### src/rtl/video_scanout.sv
// VGA scanout: dot-rate timing generator, 2-entry pixel prefetch FIFO and 2x2 pixel doubling
// from a 320x240 framebuffer served by the memory manager.
module video_scanout #(
    parameter int          H_ACTIVE       = 640,
    parameter int          H_FRONT        = 16,
    parameter int          H_SYNC         = 96,
    parameter int          H_BACK         = 48,
    parameter int          V_ACTIVE       = 480,
    parameter int          V_FRONT        = 10,
    parameter int          V_SYNC         = 2,
    parameter int          V_BACK         = 33,
    parameter int          CLOCKS_PER_DOT = 4,
    parameter logic [7:0]  UNDERRUN_COLOR = 8'hE0
) (
    input  logic       clock,
    input  logic       reset,
    output logic [8:0] videoXCoord,
    output logic [7:0] videoYCoord,
    input  logic [7:0] videoData,
    input  logic       videoDataReady,
    input  logic       clearUnderrun,
    output logic [7:0] pixelColor,
    output logic       hSync,
    output logic       vSync,
    output logic       displayActive,
    output logic       frameStart,
    output logic       underrun
);

    localparam int H_TOTAL = H_ACTIVE + H_FRONT + H_SYNC + H_BACK;
    localparam int V_TOTAL = V_ACTIVE + V_FRONT + V_SYNC + V_BACK;
    localparam int HW      = $clog2(H_TOTAL);
    localparam int VW      = $clog2(V_TOTAL);
    localparam int DW      = (CLOCKS_PER_DOT > 1) ? $clog2(CLOCKS_PER_DOT) : 1;

    localparam logic [DW-1:0] DIV_LAST  = DW'(CLOCKS_PER_DOT - 1);
    localparam logic [HW-1:0] H_ACT     = HW'(H_ACTIVE);
    localparam logic [HW-1:0] H_LAST    = HW'(H_TOTAL - 1);
    localparam logic [HW-1:0] HS_START  = HW'(H_ACTIVE + H_FRONT);
    localparam logic [HW-1:0] HS_END    = HW'(H_ACTIVE + H_FRONT + H_SYNC);
    localparam logic [VW-1:0] V_ACT     = VW'(V_ACTIVE);
    localparam logic [VW-1:0] V_LAST    = VW'(V_TOTAL - 1);
    localparam logic [VW-1:0] VS_START  = VW'(V_ACTIVE + V_FRONT);
    localparam logic [VW-1:0] VS_END    = VW'(V_ACTIVE + V_FRONT + V_SYNC);
    localparam logic [8:0]    X_LAST    = 9'(H_ACTIVE / 2 - 1);

    logic [DW-1:0] divider;
    logic [HW-1:0] hCount;
    logic [VW-1:0] vCount;

    logic [1:0][7:0] fifoMem;
    logic            rdPtr;
    logic            wrPtr;
    logic [1:0]      fifoCount;
    logic            dropNext;

    logic          dotTick;
    logic          activeNow;
    logic          popReq;
    logic          popDo;
    logic          pushDo;
    logic          flush;
    logic          fifoEmpty;
    logic          fifoFull;
    logic [VW-1:0] nextLine;
    logic [7:0]    nextY;

    assign dotTick   = (divider == DIV_LAST);
    assign activeNow = (hCount < H_ACT) && (vCount < V_ACT);
    assign fifoEmpty = (fifoCount == 2'd0);
    assign fifoFull  = (fifoCount == 2'd2);

    // Each framebuffer pixel covers two dots, so only even visible dots consume an entry.
    assign popReq = dotTick && activeNow && !hCount[0];
    assign popDo  = popReq && !fifoEmpty;
    assign flush  = dotTick && (hCount == H_ACT);

    // The first return after a coordinate jump belongs to the old request and is thrown away.
    assign pushDo = videoDataReady && !flush && !dropNext && (!fifoFull || popDo);

    assign nextLine = (vCount == V_LAST) ? '0 : vCount + 1'b1;
    assign nextY    = (nextLine < V_ACT) ? 8'(nextLine >> 1) : 8'd0;

    // Dot-rate timing counters
    always_ff @(posedge clock or negedge reset) begin
        if (!reset) begin
            divider <= '0;
            hCount  <= '0;
            vCount  <= '0;
        end else if (dotTick) begin
            divider <= '0;
            if (hCount == H_LAST) begin
                hCount <= '0;
                vCount <= (vCount == V_LAST) ? '0 : vCount + 1'b1;
            end else begin
                hCount <= hCount + 1'b1;
            end
        end else begin
            divider <= divider + 1'b1;
        end
    end

    // Registered display outputs, all derived from the counts before they advance.
    always_ff @(posedge clock or negedge reset) begin
        if (!reset) begin
            pixelColor    <= 8'd0;
            hSync         <= 1'b1;
            vSync         <= 1'b1;
            displayActive <= 1'b0;
            frameStart    <= 1'b0;
        end else begin
            frameStart <= dotTick && (hCount == '0) && (vCount == '0);
            if (dotTick) begin
                displayActive <= activeNow;
                hSync         <= !((hCount >= HS_START) && (hCount < HS_END));
                vSync         <= !((vCount >= VS_START) && (vCount < VS_END));
                if (!activeNow)
                    pixelColor <= 8'd0;
                else if (!hCount[0])
                    pixelColor <= fifoEmpty ? UNDERRUN_COLOR : fifoMem[rdPtr];
            end
        end
    end

    // Prefetch FIFO and fetch coordinates
    always_ff @(posedge clock or negedge reset) begin
        if (!reset) begin
            fifoMem     <= '0;
            rdPtr       <= 1'b0;
            wrPtr       <= 1'b0;
            fifoCount   <= 2'd0;
            dropNext    <= 1'b1;
            videoXCoord <= 9'd0;
            videoYCoord <= 8'd0;
        end else if (flush) begin
            rdPtr       <= 1'b0;
            wrPtr       <= 1'b0;
            fifoCount   <= 2'd0;
            dropNext    <= 1'b1;
            videoXCoord <= 9'd0;
            videoYCoord <= nextY;
        end else begin
            if (videoDataReady && dropNext)
                dropNext <= 1'b0;
            if (pushDo) begin
                fifoMem[wrPtr] <= videoData;
                wrPtr          <= ~wrPtr;
                if (videoXCoord != X_LAST)
                    videoXCoord <= videoXCoord + 9'd1;
            end
            if (popDo)
                rdPtr <= ~rdPtr;
            unique case ({pushDo, popDo})
                2'b10:   fifoCount <= fifoCount + 2'd1;
                2'b01:   fifoCount <= fifoCount - 2'd1;
                default: fifoCount <= fifoCount;
            endcase
        end
    end

    // Sticky underrun; a fresh underrun outranks a simultaneous clear.
    always_ff @(posedge clock or negedge reset) begin
        if (!reset)
            underrun <= 1'b0;
        else if (popReq && fifoEmpty)
            underrun <= 1'b1;
        else if (clearUnderrun)
            underrun <= 1'b0;
    end

endmodule

### config.mk
export PLATFORM = sky130hd
export DESIGN_NAME = video_scanout
export DESIGN_NICKNAME = d
export VERILOG_FILES = /design/src/rtl/video_scanout.sv
export SDC_FILE = /design/constraint.sdc
export NUM_CORES = 1
export LEC_CHECK = 0
export ABC_AREA = 1
export CAP_MARGIN = 20
export CORE_UTILIZATION = 40
export DETAILED_ROUTE_END_ITERATION = 8
export PLACE_DENSITY = 0.6
export RECOVER_POWER = 25
export SYNTH_ARGS = -nofsm -noshare
export SYNTH_HDL_FRONTEND = slang
export SYNTH_SLANG_ARGS = --single-unit
### constraint.sdc
create_clock -name clock -period 2.51 [get_ports clock]
set_input_delay 0.251 -clock clock [delete_from_list [all_inputs] [get_ports clock]]
set_output_delay 0.251 -clock clock [all_outputs]
set_load 0.01 [all_outputs]
* Yosys cells after proc, flatten, opt, wreduce, memory -nomap -nowiden
Cells that the tools add are included.
Word-level totals: output and inout port bits 30, bits of input ports 12, logic and storage cells 106, bits in registers 73
Operators by class: equal/unequal tests 9, muxes and demuxes 25, $lt $le $gt $ge 10, reduce and logical (&&, ||, !) cells 36, bitwise operators 3, $add $sub $neg 6
Operators with widths (number):
- 2-to-1 mux 8 bit | 7
- == test 10 bit (second input constant) | 3
- less-than comparator 10 x 9 -> 1 bit (second input constant) | 3
- 2-to-1 mux 9 bit | 3
- adder 10 x 1 -> 10 bit (second input constant) | 2
- zero test 10 bit | 2
- less-than comparator 10 bit (second input constant) | 2
- 2-to-1 mux 10 bit | 2
- bitwise mux 16 bit | 1
- logical AND 1 bit | 15
- greater-or-equal comparator 10 bit (second input constant) | 1
- greater-or-equal comparator 10 x 9 -> 1 bit (second input constant) | 1
- nonzero test 2 bit | 5
- adder 9 x 1 -> 9 bit (second input constant) | 1
- != test 9 bit (second input constant) | 1
- demux 8 bit (select 1 bit) | 1
- 2-to-1 mux 1 bit | 8
- AND reduction 2 bit | 4
- zero test 1 bit | 7
- == test 2 bit (second input constant) | 3
- adder 2 x 1 -> 2 bit (second input constant) | 2
- less-than comparator 1 x 2 -> 1 bit (second input constant) | 2
- 2-to-1 mux 2 bit | 2
- case mux 2 bit (2 select lines) | 1
- other kinds (8) | 10

* Depth between registers and ports, before layout
depth in word-level cells 10, depth in mapped cells 12, mapped depth without buffers 12

* Worst setup path before layout
OpenSTA, ideal clock, no wires.
path kind reg-to-reg, from reg hCount[0], to reg videoXCoord[4], library setup time 0.118 ns, path slack 0.866 ns, required time 2.392 ns, data arrival time 1.526 ns, buffers on the path 0, period minus slack after synthesis 1.644 ns, stages on the path, launching flop included 10, path through dfrtp_1 inv_1 ha_1 nand3_1 nor3_1 nand3_2 nand2_1 nand2_2 nand2_1 nand2_1
Between the ends: longest elaborated chain between the ends 9, elaborated cells between the ends (all ways) 17, those cells by class order compare (1); eq/ne (1); mux (1); reduce/logical (14)
Ends and longest elaborated chain:
- start, declared | line 48 | logic [HW-1:0] hCount;
- start signal, assigned | line 96 | hCount <= hCount + 1'b1;
- less-than comparator 10 bit | line 69 | assign activeNow = (hCount < H_ACT) && (vCount < V_ACT);
- logical AND 1 bit | line 69
- logical AND 1 bit (2 in a row) | line 74 | assign popReq = dotTick && activeNow && !hCount[0];
- logical AND 1 bit | line 75 | assign popDo = popReq && !fifoEmpty;
- logical OR 1 bit | line 79 | assign pushDo = videoDataReady && !flush && !dropNext && (!fifoFull || popDo);
- logical AND 1 bit | line 79
- nonzero test 2 bit (no source line)
- AND reduction 2 bit (no source line)
- end signal, assigned | line 149 | videoXCoord <= videoXCoord + 9'd1;
- end, declared | line 17 | output logic [8:0] videoXCoord,
Several ways; a longest one is shown, not always the timed one. A chain may end at the register's enable or synchronous reset.

* Worst setup path in the final report
from reg divider[0], to reg videoXCoord[8]
Between the ends: longest elaborated chain between the ends 8, elaborated cells between the ends (all ways) 14, those cells by class eq/ne (1); mux (1); reduce/logical (12)
Ends and longest elaborated chain:
- start, declared | line 47 | logic [DW-1:0] divider;
- start signal, assigned | line 99 | divider <= divider + 1'b1;
- == test 2 bit * | line 68 | assign dotTick = (divider == DIV_LAST);
- logical AND 1 bit (on tied branches) | line 76, 74
- zero test 1 bit or logical AND 1 bit (tied branches) | line 79, 74
- logical AND 1 bit (on tied branches) | line 79, 75
- logical AND 1 bit or logical OR 1 bit (tied branches) | line 79
- logical AND 1 bit | line 79
- nonzero test 2 bit (no source line)
- AND reduction 2 bit (no source line)
Every way passes the cells marked *; elsewhere a longest branch is shown, timed or not.

==> results_dict.tcl <==
set metrics [dict create \
    finalMaxSlewViolations 0 \
    cp.arrival_ns 2.37 \
    synth_top_area_frac 0.461 \
    path_clk_slew_ns 0.07 \
    route.antenna.remaining_nets 0 \
    ys_seq_area_frac 0.481 \
    die_width_um 99.5 \
    worst_slew_margin_relative_to_its_limit 0.156 \
    grt-busiest-layer "met2" \
    ctsLongestPathBuffers 2 \
    postSynthAreaPerCell_sq_um 8.11 \
    number_of_register_bits_inferred_by_synthesis 73 \
    viasPerCell 4.80 \
    synth.most_common_cell "nand2_1" \
    globalRouteOverflowTotal 0 \
    cts-htree-levels 3 \
    initial_core_util 0.412 \
    ys_async_sr_fraction 1.00 \
    drtPass1Iterations 4 \
    peakVddDrop_mv 0.400 \
    setup_total_negative_slack_ns 0 \
    root_buffer "clkbuf_8" \
    largest_net_degree_at_the_start_of_global_routing 53 \
    netlist_top_cells_area "dfrtp_1 (46%), nand2_1 (12%), inv_1 (5.8%), nand3_1 (4.6%), nor2_1 (4.4%)" \
    yosysTopAreaCell "dfrtp_1" \
    timing.setup.critical_path_class "flop to flop" \
    min_path_type "flop to flop" \
    syn-instance-count 469 \
    power.leakage_nw 2.19 \
    post_cts.resized_instances 0 \
    route.final.wire_length_mm 8.04 \
    finalSetupViolations 0 \
    finalCriticalPeriod_ns 2.13 \
    syn_area_sq_um 3800 \
    cap_violations 0 \
    power_density_nw_per_um2 756 \
    antenna_cells 0 \
    grt_util_all_layers 0.177 \
    gpl.final_weighted_congestion 0.897 \
    met3_track_usage_gr 0.0365 \
    synth_common_cells "nand2_1 (125), dfrtp_1 (70), inv_1 (59), nor2_1 (45), nand3_1 (35)" \
    holdPathStages 1 \
    layout_worst_path_cycle_share 0.849 \
    postCtsHoldBufs 1 \
    drt_initial_violations 138 \
    skew_ns 0.00795 \
    setup.worst_path.end_class "flop" \
    tightest_slew_ns 1.27 \
    edff_count_synth 0 \
    die_ar_sq_um 9900 \
    syn-num-nets 487 \
    synth_flop_cell "dfrtp_1" \
    top_level_port_count 42 \
    route.detailed.wl_per_inst_um 12.3 \
    reg2regPathDepth 10 \
    drc_errors 0 \
    worstPathMaxFanout 13 \
    cts_tree "built" \
    cts_inserted_buffers 9 \
    m2_gr_usage 0.267 \
    insertion_delay_ns 0.35 \
    finalHoldViolations 0 \
    syn2layout_area_growth_pct 20.5 \
    cts_setup_buffers 0 \
    grt_pass1_wl_mm 13.8 \
    number_of_antenna_violations_at_the_first_check_in_global_routing 0 \
    run_status "complete, no violations" \
    synthDistinctLibCells 33 \
    yosys_warnings 0 \
    portBuffers 41 \
    numClockSinks 73 \
    dp_hpwl_mm 5.84 \
    rsz0062_at_grt "no" \
    coreArea_sq_um 9240 \
    critical_path.startpoint_type "flop" \
    std_cell_rows 35 \
    globalRouteMet1Util 0.249 \
    dieHeight_um 99.5 \
    crit_path_required_time_ns 2.75 \
    fill_cell_count 905 \
    first_global_vias 2906 \
    post_route_cells_drive_above_1_share 0.118 \
    fin_nets 538 \
    route.vias.total 3139 \
    total_power_mw 3.46 \
    maxClockFrequency_mhz 469 \
]
## stage by stage
stage	hold slack, ns	std cells	setup WS, ns	area (sq um)	utilization
CTS	0.427	654	0.355	4580	0.496
finish	0.424	654	0.379	4580	0.496
global placement	0.265	637	0.403	4380	0.474
detailed placement	0.267	637	0.362	4380	0.474
global route	0.448	654	0.0585	4580	0.496
floorplan	-0.0446	469	0.866	3800	-
## cell families (layout without fill, tap and decap cells)
group | count (synthesis) | count (layout) | share of synthesized area
and+or+nand+nor | 245 | 245 | 0.291
DFF | 73 | 73 | 0.481
buffers and inverters | 71 | 127 | 0.0743
AOI/OAI and AO/OA | 59 | 59 | 0.0974
xor gates and xnor gates | 10 | 10 | 0.0230
adders and majority gates | 6 | 6 | 0.0197
muxes | 5 | 5 | 0.0132
## critical path, cell delays in order, from the launching register on
cell and delay (ns):
dfrtp_1 0.35, ha_1 0.45, inv_2 0.16, nor2_2 0.14
nand3_2 0.13, nand2_1 0.12, nand3_1 0.08, nand2_1 0.23
nand2_2 0.20, nand2_1 0.11, nand2_1 0.05
## cells in the final DEF (no fill, tap or decap), types with 8 or more instances in the layout
master and instances:
nand4_1 12, dfrtp_1 70, inv_1 59, clkdlybuf4s50_1 40
nand2_1 125, xor2_1 10, o21ai_0 27, o21ai_2 16
nand3_1 35, nor2_1 45, clkbuf_8 9, nor3_1 8
## final timing paths
kind                             endpoint       start  slack (ns)
max                        videoXCoord[8]  divider[0]        0.38
min                            divider[0]  divider[0]        0.42
max reg2reg                videoXCoord[8]  divider[0]        0.38
min reg2reg                    divider[0]  divider[0]        0.42
max in group asynchronous        dropNext       reset        0.89
min in group asynchronous       vCount[3]       reset        0.70
## flip-flops by register name (all words and copies together) (netlist names)
signal / count
hSync: 1
vSync: 1
pixelColor: 8
fifoCount: 2
frameStart: 1
underrun: 1
fifoMem: 16
rdPtr: 1
videoYCoord: 8
vCount: 10
dropNext: 1
wrPtr: 1
videoXCoord: 9
divider: 2
displayActive: 1
hCount: 10
## final cells by class
class / count / area (sq um) / area share
repair buffers: 47 / 464 / 0.101
well taps: 129 / 161 / 0.0352
inverters: 64 / 240 / 0.0524
clock inverters: 7 / 71.3 / 0.0156
multi-input cells: 325 / 1690 / 0.369
clock buffers: 9 / 124 / 0.0270
flip-flops and latches: 73 / 1830 / 0.400
## metal layers
metal,up-vias,share of wire
li1,1616,-
met3,12,0.037
met1,1439,0.50
met5,-,0
met4,0,0.015
met2,72,0.45
## power breakdown
part	leakage, nW	switching [mW]	internal, mW
registers	0.937	0.198	1.42
clock network	0.103	0.461	0.459
logic	1.15	0.485	0.441
Power figures use the tool's default switching activity.
